`src/rtl/lamp_pkg.sv`:
```
// Shared types and default constants for the multi-channel lamp controller.
package lamp_pkg;

    // Global operating mode, encoded exactly as driven on the mode pins.
    typedef enum logic [1:0] {
        MODE_OFF    = 2'b00,
        MODE_TIMED  = 2'b01,
        MODE_TOGGLE = 2'b10,
        MODE_ON     = 2'b11
    } mode_e;

    localparam int CW_DEF   = 8;
    localparam int SYNC_DEF = 2;

endpackage

```
`src/rtl/lamp_chan.sv`:
```
// One lamp channel: switch synchronizer, parity change detection, on-timer,
// toggle state and expire pulse. Optional pre-off warning blink is built when
// the macro LAMP_WARN_EN is defined; otherwise the lamp is steady while the
// timer runs.
module lamp_chan
    import lamp_pkg::*;
#(
    parameter int SW       = 3,
    parameter int CW       = CW_DEF,
    parameter int SYNC     = SYNC_DEF,
    parameter int WARN_LEN = 16,
    parameter int WARN_BIT = 2
) (
    input  logic          clk,
    input  logic          rst_n,
    input  logic [SW-1:0] sw,
    input  mode_e         mode,
    input  logic          mode_chg,
    input  logic          armed,
    input  logic [CW-1:0] dur,
    output logic          lamp,
    output logic          expire
);

    logic [SYNC-1:0][SW-1:0] sync_q;
    logic                    par;
    logic                    par_prev_q;
    logic                    ev_q;
    logic [CW-1:0]           timer_q;
    logic [CW-1:0]           timer_n;
    logic                    tog_q;
    logic                    tog_n;
    logic                    lamp_n;
    logic                    expire_n;
    logic                    timed_lamp;

    // Parity of the fully synchronized switch levels; any flip of an odd
    // number of switches in one sample changes it.
    assign par = ^sync_q[SYNC-1];

    // Synchronizer chain, previous parity and the registered event strobe.
    // Events seen before arming are discarded so that switch levels present
    // at reset release never light the lamp.
    always_ff @(posedge clk or negedge rst_n) begin
        if (!rst_n) begin
            sync_q     <= '0;
            par_prev_q <= 1'b0;
            ev_q       <= 1'b0;
        end else begin
            sync_q     <= {sync_q[SYNC-2:0], sw};
            par_prev_q <= par;
            ev_q       <= (par != par_prev_q) & armed;
        end
    end

    // Next timer / toggle state and expire flag for the current mode.
    // A mode change clears everything and drops any event of that cycle.
    // In TIMED mode an event with dur = 0 is ignored; the timer only
    // decrements while nonzero, so it never wraps.
    always_comb begin
        timer_n  = timer_q;
        tog_n    = tog_q;
        expire_n = 1'b0;
        if (mode_chg) begin
            timer_n = '0;
            tog_n   = 1'b0;
        end else begin
            case (mode)
                MODE_TIMED: begin
                    tog_n = 1'b0;
                    if (ev_q && (dur != '0)) begin
                        timer_n = dur;
                    end else if (timer_q != '0) begin
                        timer_n  = timer_q - CW'(1);
                        expire_n = (timer_q == CW'(1));
                    end
                end
                MODE_TOGGLE: begin
                    timer_n = '0;
                    if (ev_q) begin
                        tog_n = ~tog_q;
                    end
                end
                default: begin
                    timer_n = '0;
                    tog_n   = 1'b0;
                end
            endcase
        end
    end

`ifdef LAMP_WARN_EN
    logic in_warn;
    assign in_warn    = (timer_n != '0) && (32'(timer_n) <= WARN_LEN);
    assign timed_lamp = in_warn ? timer_n[WARN_BIT] : (timer_n != '0);
`else
    logic unused_warn_cfg;
    assign unused_warn_cfg = (WARN_LEN > WARN_BIT);
    assign timed_lamp      = (timer_n != '0);
`endif

    // Lamp drive derived from the next state so it is registered together
    // with a timer load or toggle.
    always_comb begin
        case (mode)
            MODE_TIMED:  lamp_n = timed_lamp;
            MODE_TOGGLE: lamp_n = tog_n;
            MODE_ON:     lamp_n = 1'b1;
            default:     lamp_n = 1'b0;
        endcase
    end

    // Channel state and registered outputs.
    always_ff @(posedge clk or negedge rst_n) begin
        if (!rst_n) begin
            timer_q <= '0;
            tog_q   <= 1'b0;
            lamp    <= 1'b0;
            expire  <= 1'b0;
        end else begin
            timer_q <= timer_n;
            tog_q   <= tog_n;
            lamp    <= lamp_n;
            expire  <= expire_n;
        end
    end

endmodule

```
`src/rtl/lamp_ctrl_multi.sv`:
```
// Multi-channel stairwell/corridor lamp controller top. Holds the registered
// mode copy used for mode-change detection, the post-reset arming counter,
// and CH independent lamp_chan instances. Optional feature macro:
// LAMP_WARN_EN (pre-off warning blink in TIMED mode).
module lamp_ctrl_multi
    import lamp_pkg::*;
#(
    parameter int CH       = 4,
    parameter int SW       = 3,
    parameter int CW       = CW_DEF,
    parameter int SYNC     = SYNC_DEF,
    parameter int WARN_LEN = 16,
    parameter int WARN_BIT = 2
) (
    input  logic             clk,
    input  logic             rst_n,
    input  logic [CH*SW-1:0] sw,
    input  logic [1:0]       mode,
    input  logic [CW-1:0]    dur,
    output logic [CH-1:0]    lamp,
    output logic [CH-1:0]    expire,
    output logic             armed
);

    localparam int AW = $clog2(SYNC + 2);

    mode_e         mode_cur;
    mode_e         mode_q;
    logic          mode_chg;
    logic [AW-1:0] arm_cnt_q;

    assign mode_cur = mode_e'(mode);
    assign mode_chg = (mode_cur != mode_q);

    // Registered copy of the mode; a difference marks the mode-change cycle.
    always_ff @(posedge clk or negedge rst_n) begin
        if (!rst_n) begin
            mode_q <= MODE_OFF;
        end else begin
            mode_q <= mode_cur;
        end
    end

    // Arming counter: armed rises SYNC+1 cycles after reset release, once
    // the synchronizers hold real switch levels.
    always_ff @(posedge clk or negedge rst_n) begin
        if (!rst_n) begin
            arm_cnt_q <= '0;
            armed     <= 1'b0;
        end else if (!armed) begin
            arm_cnt_q <= arm_cnt_q + AW'(1);
            armed     <= (arm_cnt_q == AW'(SYNC));
        end
    end

    for (genvar i = 0; i < CH; i++) begin : g_chan
        lamp_chan #(
            .SW       (SW),
            .CW       (CW),
            .SYNC     (SYNC),
            .WARN_LEN (WARN_LEN),
            .WARN_BIT (WARN_BIT)
        ) u_chan (
            .clk      (clk),
            .rst_n    (rst_n),
            .sw       (sw[i*SW +: SW]),
            .mode     (mode_cur),
            .mode_chg (mode_chg),
            .armed    (armed),
            .dur      (dur),
            .lamp     (lamp[i]),
            .expire   (expire[i])
        );
    end

endmodule

```
`config.mk`:
```
export PLATFORM = sky130hd
export DESIGN_NAME = lamp_ctrl_multi
export DESIGN_NICKNAME = d
export VERILOG_FILES = /design/src/rtl/lamp_pkg.sv /design/src/rtl/lamp_chan.sv /design/src/rtl/lamp_ctrl_multi.sv
export SDC_FILE = /design/constraint.sdc
export NUM_CORES = 1
export LEC_CHECK = 0
export BUFFER_PORTS_ARGS = -buffer_cell sky130_fd_sc_hd__buf_2
export CAP_MARGIN = 10
export CORE_UTILIZATION = 55
export DETAILED_ROUTE_END_ITERATION = 10
export MAX_ROUTING_LAYER = met4
export PLACE_DENSITY = 0.72
export SLEW_MARGIN = 25
export SYNTH_ARGS = -nofsm -noshare
export SYNTH_HDL_FRONTEND = slang
export SYNTH_SLANG_ARGS = --single-unit
```
`constraint.sdc`:
```
create_clock -name clk -period 6 [get_ports clk]
set_input_delay 0.6 -clock clk [delete_from_list [all_inputs] [get_ports clk]]
set_output_delay 0.6 -clock clk [all_outputs]
set_load 0.02 [all_outputs]
```
== After elaboration in Yosys (flattened, before gate mapping) ==
Cells that the tools add are included.

* Register bits: 81

* Mux-type cells: 49
* Add/sub/neg operators: 5
* Reduce and logical (&&, ||, !) cells: 17
* Bitwise gates (word level): 8
* Equality and inequality tests: 13

{| class="wikitable"
|+ Operators with widths
! operator !! count
|-
| $mux 8 || 16
|-
| $reduce_bool 8->1 || 9
|-
| $eq 8x1->1 const B || 4
|-
| $sub 8x1->8 const B || 4
|-
| $mux 1 || 29
|-
| $pmux 1 s3 || 4
|-
| $reduce_xor 3->1 || 4
|-
| $eq 2x2->1 const B || 3
|-
| $and 1x1->1 || 4
|-
| $logic_and 1x1->1 || 4
|-
| $ne 1x1->1 || 4
|-
| $not 1->1 || 4
|-
| $add 2x1->2 const B || 1
|-
| $eq 2x1->1 const B || 1
|-
| $ne 2x2->1 || 1
|}

== Depth between registers and ports, before layout ==
Gate-level depths: netlist (run 1).

* Depth after elaboration: 7
* Mapped depth: 8
* Mapped depth without buffers: 7

== By module ==
From an unflattened synthesis (run 1), not the netlist that was laid out.

* Cell total of the unflattened synthesis: 422
* Area total of the unflattened synthesis: 4320.4 µm²

{| class="wikitable"
|+ By module, submodules not included
! module !! cells each !! instances !! seq. area each (µm²) !! area each (µm²)
|-
| lamp_chan (g_chan[0].u_chan ...) || 103 || 3 || 475.5 || 1042.2
|-
| lamp_chan (g_chan[3].u_chan) || 99 || 1 || 475.5 || 1007.2
|-
| lamp_ctrl_multi || 14 || 1 || 125.1 || 186.4
|}

== Least setup slack after synthesis (run 1) ==
No wires, ideal clock.

* Kind: input -> register
* Start: in dur[0]
* End: reg g_chan[0].u_chan.lamp
* Setup time: 129 ps
* Setup slack: 3193 ps
* Arrival: 2678 ps
* Stages on the path: 7
* Buffers on the path: 2
* Data required time: 5871 ps
* Cells stage by stage: buf_6 -> or4_4 -> buf_6 -> o31a_1 -> a311o_1 -> o41a_1 -> o41a_1

* Word-level cells in the longest chain between the ends: 7

{| class="wikitable"
|+ Ends and longest elaborated chain
! item !! RTL line !! text
|-
| start, declared || lamp_ctrl_multi.sv:19 || <nowiki>input logic [CW-1:0] dur,</nowiki>
|-
| $reduce_bool 8->1 || lamp_chan.sv:71 || <nowiki>if (ev_q && (dur != '0)) begin</nowiki>
|-
| $logic_and 1x1->1 || lamp_chan.sv:71 ||
|-
| $mux 8 * || lamp_chan.sv:71 ||
|-
| $mux 8 * || lamp_chan.sv:68 || <nowiki>case (mode)</nowiki>
|-
| $mux 8 * || lamp_chan.sv:64 || <nowiki>if (mode_chg) begin</nowiki>
|-
| $reduce_bool 8->1 * || lamp_chan.sv:99 || <nowiki>assign timed_lamp = (timer_n != '0);</nowiki>
|-
| $pmux 1 s3 * || lamp_chan.sv:105 || <nowiki>case (mode)</nowiki>
|-
| net g_chan[0].u_chan.lamp_n || lamp_chan.sv:33 || <nowiki>logic lamp_n;</nowiki>
|-
| end signal, assigned || lamp_chan.sv:123 || <nowiki>lamp <= lamp_n;</nowiki>
|-
| end, declared || lamp_chan.sv:21 || <nowiki>output logic lamp,</nowiki>
|}

Mark *: on every way through the listed nets, which the timed path passes. The rest lies on a longest branch.
A chain may end at the register's enable or synchronous reset.

== Worst setup path in the final report (run 1) ==
* Start: reg g_chan[0].u_chan.timer_q[0]
* End: reg g_chan[0].u_chan.lamp

* Word-level cells in the longest chain between the ends: 7

{| class="wikitable"
|+ Ends and longest elaborated chain
! item !! RTL line !! text
|-
| start, declared || lamp_chan.sv:29 || <nowiki>logic [CW-1:0] timer_q;</nowiki>
|-
| start signal, assigned || lamp_chan.sv:121 || <nowiki>timer_q <= timer_n;</nowiki>
|-
| $sub 8x1->8 / $reduce_bool 8->1 (equally long branches) || lamp_chan.sv:74, lamp_chan.sv:73 ||
|-
| $mux 8 * || lamp_chan.sv:73 || <nowiki>end else if (timer_q != '0) begin</nowiki>
|-
| $mux 8 * || lamp_chan.sv:71 ||
|-
| $mux 8 * || lamp_chan.sv:68 ||
|-
| $mux 8 * || lamp_chan.sv:64 ||
|-
| $reduce_bool 8->1 * || lamp_chan.sv:99 ||
|-
| $pmux 1 s3 * || lamp_chan.sv:105 ||
|-
| net g_chan[0].u_chan.lamp_n || lamp_chan.sv:33 ||
|}

Marked as above.

==> flow_summary.ini, run 1 <==
[drt]
routed_via_density = 6.091
dr.pass1.iters = 5
routed-via-count = 3265
wirelength_um = 8617
detail-route-antenna-nets = 0
route.detailed.wl_per_inst_um = 16.08
drt_iter0_markers = 205
drc = 0

[logic_synthesis]
yosys.cell_types.count = 63
number_of_synthesized_flops_with_an_enable_pin = 0
synth.net_count = 455
synth.cell_area_mm2 = 0.004230
async_flop_share_pct = 100.0
synth.avg_cell_area_um2 = 10.02
ys_seq_elements = 81
synth-warning-count = 0
proportion_of_synthesized_chip_area_in_sequential_cells_pct = 47.91
yosysTopAreaCellShare_pct = 47.91
dominantRegCellSynth = sky130_fd_sc_hd__dfrtp_1
postSynthCellCount = 422
synth_common_cells = 81 x sky130_fd_sc_hd__dfrtp_1, 40 x sky130_fd_sc_hd__nor2_1, 27 x sky130_fd_sc_hd__clkbuf_1, 27 x sky130_fd_sc_hd__xnor2_1, 20 x sky130_fd_sc_hd__nand2_1
top_cells_by_area_in_the_synthesized_netlist = sky130_fd_sc_hd__dfrtp_1 48%, sky130_fd_sc_hd__xnor2_1 5.6%, sky130_fd_sc_hd__nor2_1 3.5%
synth_top_area_cell = sky130_fd_sc_hd__dfrtp_1
yosysMostFrequentCell = sky130_fd_sc_hd__dfrtp_1

[setup_path]
worst_setup_path_start_kind = register
critical-path-top-cell-by-count = sky130_fd_sc_hd__o41a_1
timing.critical_path.slowest_cell_delay_ps = 530
r2r-start = g_chan[0].u_chan.timer_q[0]
worst_ep_arrival_time_ps = 2900
worst-path-max-fanout = 5
crit_path_start = g_chan[0].u_chan.timer_q[0]
reg2reg_setup_slack_ps = 3340
cell_by_cell_listing_of_the_critical_path = inv_1, ha_1, nor3b_1, a21boi_0, a311o_1, o41a_1, o41a_1
timing.critical_path.required_ps = 6240
critPathCaptureType = register
timing.critical_path.to = g_chan[0].u_chan.lamp
crit_path_top_delay_cell = sky130_fd_sc_hd__nor3b_1
r2r-end = g_chan[0].u_chan.lamp
critical_path_class = register to register
ff2ff_path_depth = 7

[power]
net_switching_power_of_the_design_w = 0.0003968
switching_share_pct = 31.10
power-per-cell-area_mw_per_mm2 = 278.8
clock_power_share_pct = 31.4
power.share.sequential_pct = 48.6
power.internal_w = 0.0008790
power_w = 0.001276
power.static_leakage_nw = 2.005
power.ir.vdd_worst_mv = 0.1890
combPwrFrac_pct = 19.9

[cts]
cts_hold_repair.buffers = 0
clock_insertion_delay_worst_skew_ps = 350
cts.sinks = 81
cts_max_path_buffers = 2
cts_tree = yes
clockRootBuffer = sky130_fd_sc_hd__clkbuf_8
tritoncts.num_buffers = 9
post_cts_resized = 0
post_cts_repair_setup_buffers = 0
clk_pin_slew_ps = 90
htree_num_levels = 3

[finish]
synthToLayoutAreaGrowth_pct = 8.163
antenna_cells = 0
finish.cell_count_without_fillers = 536
post_route_cells_drive_above_1_share_pct = 15.10
nNetsFinal = 465

[sta]
finalHoldViolCount = 0
slew_viol_final = 0
grt_setup_unrepaired = no
clock-skew-final_ps = 9.959
post-route-period-util_pct = 44.38
finalSetupViolCount = 0
fin_hold_ws_ps = 269.4
fmaxAchievable_mhz = 375.6
tightest_slew_ps = 709.6
timing.slew.headroom_pct = 52.69
fin_setup_tns_ps = 0
finalCriticalPeriod_ps = 2663

[placed_design]
place.detailed.instances = 520
place_hpwl_um = 5888
finalWeightedCongestion = 0.9131
portBuffers = 32

[die]
chipHeight_um = 89.70
die_w_um = 89.70
num_io_pins = 33
initial_core_util_pct = 57.71
fp.dieArea_mm2 = 0.008046
number_of_cell_rows = 31
floorplan.core_area_mm2 = 0.007331

[global_route]
antenna_found_initial = 0
groute.layer.met3.usage_pct = 3.384
grt_pass1_wl_um = 14690
busiest_layer = met2
gr-usage-all-layers_pct = 23.48
grt_pass1_vias = 3011
use_met2_pct = 36.22
global_route.usage.met1_pct = 31.56
grt_max_degree = 82
grt_remaining_overflow = 0

[hold_path]
type_of_the_tightest_min_delay_check = primary input to async pin

[job]
drv.max_cap_violation_count = 0

[status]
outcome = finished clean
-- worst min path at each step --
stage / from / end / cells past startpoint
after detailed placement: g_chan[0].u_chan.sync_q[0] / g_chan[0].u_chan.sync_q[3] / 0
after CTS: sw[2] / g_chan[0].u_chan.sync_q[2] / 1
after global routing: sw[3] / g_chan[1].u_chan.sync_q[0] / 1
after floorplan: rst_n / arm_cnt_q[0] / 0
final: rst_n / g_chan[3].u_chan.expire / 1
after global placement: g_chan[2].u_chan.sync_q[2] / g_chan[2].u_chan.sync_q[5] / 0
-- layer usage --
metal | vias to the layer above | part of all wire, %
met4 | 0 | 1.9
met3 | 17 | 5.0
met2 | 104 | 48
met1 | 1599 | 45
met5 | - | 0
li1 | 1545 | -
-- kinds of logic (layout without fill, tap and decap cells) --
kind of cell,Yosys count,count (layout),synth area share (%)
simple gates,150,150,19.58
compound gates,96,96,16.77
flops,81,81,47.91
buf+inv,50,65,5.501
xor+xnor,32,32,6.625
fa+ha+maj,9,9,2.662
mux,4,4,0.9465
-- flip-flops by register name (all words and copies together) (netlist names) --
name,count
g_chan.u_chan.tog_q,4
g_chan.u_chan.sync_q,24
arm_cnt_q,2
g_chan.u_chan.ev_q,4
mode_q,2
g_chan.u_chan.lamp,4
g_chan.u_chan.par_prev_q,4
g_chan.u_chan.expire,4
g_chan.u_chan.timer_q,32
armed,1
-- per-stage QoR --
stage	utilization, %	instance area (µm²)	setup WS, ps
floorplan	-	4230	3193
global placement	59.60	4369	3134
detailed placement	59.60	4369	3074
CTS	62.37	4572	3344
global route	62.42	4576	3017
finish	62.42	4576	3337
-- power groups by stage --
stage | registers [W] | clock network [W] | logic, W
finish | 0.000620 | 0.000401 | 0.000254
floorplan | 0.000602 | 0 | 0.000214
global placement | 0.000629 | 0 | 0.000252
detailed placement | 0.000631 | 0 | 0.000254
CTS | 0.000620 | 0.000409 | 0.000255
global route | 0.000626 | 0.000432 | 0.000283
-- placed cells by master, fill, tap and decap left out, types with 3 or more instances in the layout --
cell	n
sky130_fd_sc_hd__or3b_2	3
sky130_fd_sc_hd__nor2b_1	9
sky130_fd_sc_hd__or4b_2	3
sky130_fd_sc_hd__buf_4	4
sky130_fd_sc_hd__nand3_1	12
sky130_fd_sc_hd__or3_1	7
sky130_fd_sc_hd__o311ai_0	3
sky130_fd_sc_hd__xor2_1	5
sky130_fd_sc_hd__a211oi_1	8
sky130_fd_sc_hd__inv_1	13
sky130_fd_sc_hd__o21bai_1	3
sky130_fd_sc_hd__a22oi_1	4
sky130_fd_sc_hd__nand2_1	20
sky130_fd_sc_hd__nor4_1	7
sky130_fd_sc_hd__xnor2_1	27
sky130_fd_sc_hd__ha_1	9
sky130_fd_sc_hd__mux2i_1	4
sky130_fd_sc_hd__o21ai_0	13
sky130_fd_sc_hd__nor3b_1	4
sky130_fd_sc_hd__nand2b_1	3
sky130_fd_sc_hd__or4_1	7
sky130_fd_sc_hd__o31ai_1	10
sky130_fd_sc_hd__nor2_1	40
sky130_fd_sc_hd__a21oi_1	14
sky130_fd_sc_hd__clkbuf_8	9
sky130_fd_sc_hd__buf_2	31
sky130_fd_sc_hd__a31oi_1	4
sky130_fd_sc_hd__dfrtp_1	81
sky130_fd_sc_hd__or2_2	3
sky130_fd_sc_hd__nand4b_1	3
sky130_fd_sc_hd__clkinvlp_4	3
sky130_fd_sc_hd__o31a_1	4
sky130_fd_sc_hd__a311oi_1	3
sky130_fd_sc_hd__o211ai_1	3
sky130_fd_sc_hd__nor3_1	15
-- worst max-delay path, delay by kind of cell, from the launching register on --
family / cells / cell delay, ps
AO/OA/AOI/OAI: 4 / 1310
adder cells (fa/ha/maj): 1 / 190
buffers and inverters: 1 / 90
flip-flops: 1 / 420
AND/OR/NAND/NOR: 1 / 530
-- area by class of cell --
| cell class | instances | area (µm²) |
|---|---|---|
| fill | 587 | 2755 |
| sequential | 81 | 2027 |
| multi-input combinational | 291 | 1977 |
| timing repair buffer | 36 | 196.4 |
| clock buffer | 9 | 123.9 |
| tap | 99 | 123.9 |
| clock inverter | 7 | 78.83 |
| inverter | 13 | 48.80 |
Power figures use the tool's default switching activity.
==> inputs of run 2 (changes only) <==
- CORE_UTILIZATION: 55 -> 54
- PLACE_DENSITY: 0.72 -> 0.74
- clock period: 6 -> 2.3 ns (I/O delays scaled with it)
==> run 2 against run 1 <==
  * The flow now finishes with violations (negative setup slack)
  * Utilization up 6.8 points
  * Hold slack got worse by 180 ps
  * Wire length rose by 12%
  * First-iteration DRC count up 49%
  * Clock-buffer cell count stayed put
  * Power rose to 2.8 times the previous value
  * Via count rose by 6.6%
  * Sequential share of layout area decreased by 4.8 points
  * Cell count is 11% higher
  * Critical endpoint is now g_chan[3].u_chan.lamp
==> flow_summary.ini, run 2 (synthesized netlist as in run 1, its figures left out) <==
[placed_design]
finalWeightedCongestion = 0.9138
postPlaceCellArea_mm2 = 0.004717
place_hpwl_um = 6733
portBuffers = 32
place_ws_ps = -30.91

[drt]
drt_iter0_markers = 305
dr.pass1.iters = 5
detail-route-antenna-nets = 0
drc = 0
wirelength_um = 9625
routed_via_density = 5.832
routed-via-count = 3482
route.detailed.wl_per_inst_um = 16.12

[die]
number_of_cell_rows = 31
initial_core_util_pct = 57.10
die_w_um = 90.51
fp.dieArea_mm2 = 0.008192
floorplan.core_area_mm2 = 0.007408
num_io_pins = 33
chipHeight_um = 90.51

[finish]
post_route_cells_drive_above_1_share_pct = 24.70
mostFrequentLayoutCell = sky130_fd_sc_hd__dfrtp_1
seqCellArea_mm2 = 0.002027
biggestRegsByFlops = g_chan.u_chan.timer_q (32), g_chan.u_chan.sync_q (24)
post-route-cell-area_mm2 = 0.005130
number_of_inserted_filler_cells_in_the_final_layout = 571
nNetsFinal = 526
antenna_cells = 0
synthToLayoutAreaGrowth_pct = 21.27
largest-register = g_chan.u_chan.timer_q
area_of_the_multi_input_gates_mm2 = 0.002023
layout.cells.most_common_list = 81 x sky130_fd_sc_hd__dfrtp_1, 52 x sky130_fd_sc_hd__buf_4, 39 x sky130_fd_sc_hd__nor2_1
largest_register_ff_count = 32

[hold_path]
timing.hold.worst_endpoint = mode_q[0]
timing.hold.worst.start = mode[0]
holdPathStages = 1
type_of_the_tightest_min_delay_check = primary input to register

[setup_path]
reg2reg_setup_slack_ps = -10
timing.critical_path.required_ps = 2540
r2r-end = g_chan[3].u_chan.lamp
critPathCaptureType = register
critical_path_class = register to register
worst_setup_path_start_kind = register
worst_ep_arrival_time_ps = 2550
worst-path-max-fanout = 2
r2r-start = g_chan[3].u_chan.timer_q[3]
crit_path_start = g_chan[3].u_chan.timer_q[3]
ff2ff_path_depth = 5

[power]
power.static_leakage_nw = 2.326
power.ir.vdd_worst_mv = 0.5173
net_switching_power_of_the_design_w = 0.001102
switching_share_pct = 31.36
power.share.sequential_pct = 45.6
power_w = 0.003513
combPwrFrac_pct = 23.1
power.internal_w = 0.002411
clock_power_share_pct = 31.4
power-per-cell-area_mw_per_mm2 = 684.8

[sta]
grt_setup_unrepaired = yes
tightest_slew_ps = 566.3
clock-skew-final_ps = 16.30
finalSetupViolCount = 1
timing.slew.headroom_pct = 61.92
post-route-period-util_pct = 100.5
finalCriticalPeriod_ps = 2311
fmaxAchievable_mhz = 432.7
finalHoldViolCount = 0
slew_viol_final = 0
layout_setup_ws_ps = -11.33

[cts]
clockRootBuffer = sky130_fd_sc_hd__clkbuf_8
tritoncts.num_buffers = 9
clk_pin_slew_ps = 100
cts.sinks = 81
clock_insertion_delay_worst_skew_ps = 360
cts_tree = yes
htree_num_levels = 3
cts_max_path_buffers = 2

[global_route]
grt_remaining_overflow = 0
gr-usage-all-layers_pct = 25.89
grt_pass1_vias = 3462
antenna_found_initial = 0
grt_pass1_wl_um = 16340
grt_max_degree = 56

[status]
failed_checks = negative setup slack
outcome = finished, violations left

[job]
drv.max_cap_violation_count = 0
==> run 2: cell types whose count changed in the layout (fill, tap and decap cells not counted), moves of 2 or more <==
cell,previous run,this run
sky130_fd_sc_hd__buf_4,4,52
sky130_fd_sc_hd__dlygate4sd3_1,0,13
sky130_fd_sc_hd__clkinvlp_4,3,0
sky130_fd_sc_hd__clkinv_4,1,3
sky130_fd_sc_hd__ha_1,9,7
sky130_fd_sc_hd__ha_2,0,2
sky130_fd_sc_hd__inv_8,0,2
sky130_fd_sc_hd__nor3b_1,4,2
==> run 2: worst max path at each step <==
stage	to	slack (ps)	cells after the start
3_3_place_gp	g_chan[3].u_chan.lamp	10	5
2_1_floorplan	g_chan[3].u_chan.lamp	-40	6
3_5_place_dp	g_chan[3].u_chan.lamp	-30	7
6_report	g_chan[3].u_chan.lamp	-10	5
5_1_grt	g_chan[3].u_chan.lamp	-70	5
4_1_cts	g_chan[3].u_chan.lamp	10	5
==> run 2: layout make-up <==
class                   instances  share of cell area [%]
inverters                      13                  0.9512
clock buffers                   9                   2.415
well taps                      99                   2.415
repair buffers                 97                   13.56
flip-flops and latches         81                   39.51
clock inverters                 7                   1.707
multi-input cells             291                   39.44
==> run 2: worst max-delay path: stages (launching register included) <==
cell and delay [ps]:
sky130_fd_sc_hd__dfrtp_1 390, sky130_fd_sc_hd__or4_4 530, sky130_fd_sc_hd__or4b_2 640, sky130_fd_sc_hd__o311ai_2 100, sky130_fd_sc_hd__a31oi_1 110, sky130_fd_sc_hd__or4_1 420
==> run 2: routing by layer <==
| layer | vias to the layer above | global-route usage [%] | wire length [µm] | share of wire, % |
|---|---|---|---|---|
| li1 | 1666 | - | - | - |
| met1 | 1677 | 34.20 | 4482 | 47 |
| met2 | 123 | 40.03 | 4489 | 47 |
| met3 | 16 | 4.966 | 500 | 5.2 |
| met4 | 0 | 9.140 | 153 | 1.6 |
| met5 | - | - | 0 | 0 |
==> run 2: stage by stage <==
step	utilization (%)	std cells	hold slack (ps)	setup TNS, ps
2_1_floorplan	-	422	-65.59	-44.94
3_3_place_gp	63.67	564	171.0	0
3_5_place_dp	63.67	564	175.0	-30.91
4_1_cts	68.65	595	64.28	0
5_1_grt	69.25	597	62.30	-68.25
6_report	69.25	597	87.27	-11.33
==> run 2: timing repair <==
| action | CTS | global route |
|---|---|---|
| setup buffers | 2 | 2 |
| endpoints found under the hold margin | 38 | 0 |
| hold buffers | 13 | 0 |
| pin swaps | 1 | 0 |
| endpoints found under the setup margin | 1 | 3 |
| gates resized for setup | 2 | 6 |
==> run 2: power by group through the flow <==
| stage | logic (W) | registers [W] | clock network [W] |
|---|---|---|---|
| 6_report | 0.000810 | 0.00160 | 0.00110 |
| 5_1_grt | 0.000901 | 0.00161 | 0.00118 |
| 4_1_cts | 0.000798 | 0.00160 | 0.00113 |
| 3_5_place_dp | 0.000772 | 0.00163 | 0 |
| 3_3_place_gp | 0.000761 | 0.00162 | 0 |
| 2_1_floorplan | 0.000561 | 0.00157 | 0 |
==> inputs of run 3 (changes only) <==
- MAX_ROUTING_LAYER: met4 -> not set
==> run 3 against run 2 <==
  * Via count is 1.5% higher
  * Highest routed layer unchanged
  * Clock power is 7% higher
  * The run now ends clean
  * Power is 2.4% higher
  * Die area stayed put
==> flow_summary.ini, run 3 (synthesized netlist as in run 1, its figures left out) <==
[placed_design]
postPlaceCellArea_mm2 = 0.004705
portBuffers = 32
place_hpwl_um = 7136
finalWeightedCongestion = 0.9334
place.detailed.instances = 564

[setup_path]
timing.critical_path.max_delay_family = simple AND/OR/NAND/NOR gates
cell_by_cell_listing_of_the_critical_path = or4_4, or4b_4, o311ai_2, a31oi_1, or4_1
critical_path_class = register to register
timing.critical_path.required_ps = 2530
worstPathBufferInverterCount = 0
worst_setup_path_start_kind = register
worst-path-max-fanout = 2
critPathCaptureType = register
crit_path_top_delay_cell = sky130_fd_sc_hd__or4_4
timing.critical_path.slowest_cell_delay_ps = 540
reg2reg_setup_slack_ps = 30
worst_ep_arrival_time_ps = 2500

[finish]
seqCellArea_mm2 = 0.002028
biggestRegsByFlops = g_chan.u_chan.timer_q (32), g_chan.u_chan.sync_q (24)
number_of_inserted_filler_cells_in_the_final_layout = 595
synthToLayoutAreaGrowth_pct = 20.67
finish.cell_count_without_fillers = 593
nNetsFinal = 522
area_of_the_multi_input_gates_mm2 = 0.002026
antenna_cells = 0
post-route-cell-area_mm2 = 0.005105
finalCoreUtilization_pct = 68.91
post_route_cells_drive_above_1_share_pct = 24.29
layout.cells.most_common_list = 80 x sky130_fd_sc_hd__dfrtp_1, 49 x sky130_fd_sc_hd__buf_4, 39 x sky130_fd_sc_hd__nor2_1
largest_register_ff_count = 32
mostFrequentLayoutCell = sky130_fd_sc_hd__dfrtp_1
largest-register = g_chan.u_chan.timer_q

[sta]
post-route-period-util_pct = 98.76
timing.slew.headroom_pct = 61.58
finalHoldViolCount = 0
fmaxAchievable_mhz = 440.2
tightest_slew_ps = 571.4
slew_viol_final = 0
grt_setup_unrepaired = yes
finalSetupViolCount = 0
finalCriticalPeriod_ps = 2271
clock-skew-final_ps = 8.351

[global_route]
antenna_found_initial = 0
busiest_layer = met2
groute.layer.met3.usage_pct = 4.377
gr-usage-all-layers_pct = 25.75
grt_max_degree = 41
global_route.usage.met1_pct = 33.52
grt_pass1_wl_um = 16450
use_met2_pct = 42.11
grt_remaining_overflow = 0
grt_pass1_vias = 3450

[die]
fp.dieArea_mm2 = 0.008192
number_of_cell_rows = 31
die_w_um = 90.51
chipHeight_um = 90.51
floorplan.core_area_mm2 = 0.007408
initial_core_util_pct = 57.10
num_io_pins = 33

[drt]
detail-route-antenna-nets = 0
drt_iter0_markers = 246
route.detailed.wl_per_inst_um = 17.04
dr.pass1.iters = 5
routed_via_density = 5.960
wirelength_um = 10110
drc = 0
routed-via-count = 3534

[cts]
htree_num_levels = 3
clockRootBuffer = sky130_fd_sc_hd__clkbuf_8
cts_tree = yes
post_cts_repair_setup_buffers = 0
clk_pin_slew_ps = 90
cts_max_path_buffers = 2
cts.sinks = 81
clock_insertion_delay_worst_skew_ps = 350
tritoncts.num_buffers = 9

[power]
power-per-cell-area_mw_per_mm2 = 704.9
power.static_leakage_nw = 2.293
power.ir.vdd_worst_mv = 0.6618

[status]
outcome = finished clean

[hold_path]
type_of_the_tightest_min_delay_check = primary input to register

[job]
drv.max_cap_violation_count = 0
==> run 3: path summary, 6_finish.rpt <==
| check | start | to | cells after the start |
|---|---|---|---|
| hold / removal | mode[0] | mode_q[0] | 1 |
| min in group asynchronous | rst_n | g_chan[3].u_chan.timer_q[6] | 2 |
| setup / recovery | g_chan[3].u_chan.timer_q[2] | g_chan[3].u_chan.lamp | 5 |
| max in group asynchronous | rst_n | g_chan[3].u_chan.sync_q[0] | 3 |
| hold reg to reg | g_chan[1].u_chan.sync_q[1] | g_chan[1].u_chan.sync_q[4] | 0 |
| setup reg to reg | g_chan[3].u_chan.timer_q[2] | g_chan[3].u_chan.lamp | 5 |
==> run 3: worst register-to-register path, delay by kind of cell, from the launching register on <==
kind	cells	cell delay, ps
and+or+nand+nor	3	1560
AOI/OAI and AO/OA	2	200
DFF	1	390
==> run 3: layout make-up <==
cell class | instances | share of cell area (%)
repair buffers | 93 | 12.79
well taps | 99 | 2.426
flip-flops and latches | 81 | 39.73
clock buffers | 9 | 2.426
multi-input cells | 291 | 39.68
inverters | 13 | 0.9559
clock inverters | 7 | 1.985
==> run 3: repair_timing <==
action / 4_1_cts / 5_1_grt
resized for setup: 1 / 11
pin swaps: 1 / 3
endpoints found under the setup margin: 1 / 5
endpoints found under the hold margin: 50 / 0
hold buffers: 13 / 0
cloned: 0 / 0
==> run 3: through the flow <==
stage	power [W]	worst slack [ps]	hold WS, ps	TNS (ps)
after global placement	0.002381	15.85	224.6	0
after CTS	0.003596	11.74	68.91	0
after floorplan	0.002130	-44.94	-65.59	-44.94
after detailed placement	0.002404	-11.00	230.1	-11.00
final	0.003598	28.55	95.34	0
after global routing	0.003757	-55.10	79.34	-55.10
==> run 3: where the power goes <==
part | internal [W] | total [W] | switching [W] | leakage [nW]
logic | 0.000378 | 0.000825 | 0.000447 | 1.16
registers | 0.00151 | 0.00159 | 0.0000892 | 1.03
clock network | 0.000623 | 0.00118 | 0.000556 | 0.107
==> run 3: layer usage <==
metal | up-vias | part of all wire, %
met5 | - | 0
met3 | 24 | 5.9
met4 | 0 | 2.3
met1 | 1714 | 44
met2 | 135 | 48
li1 | 1661 | -
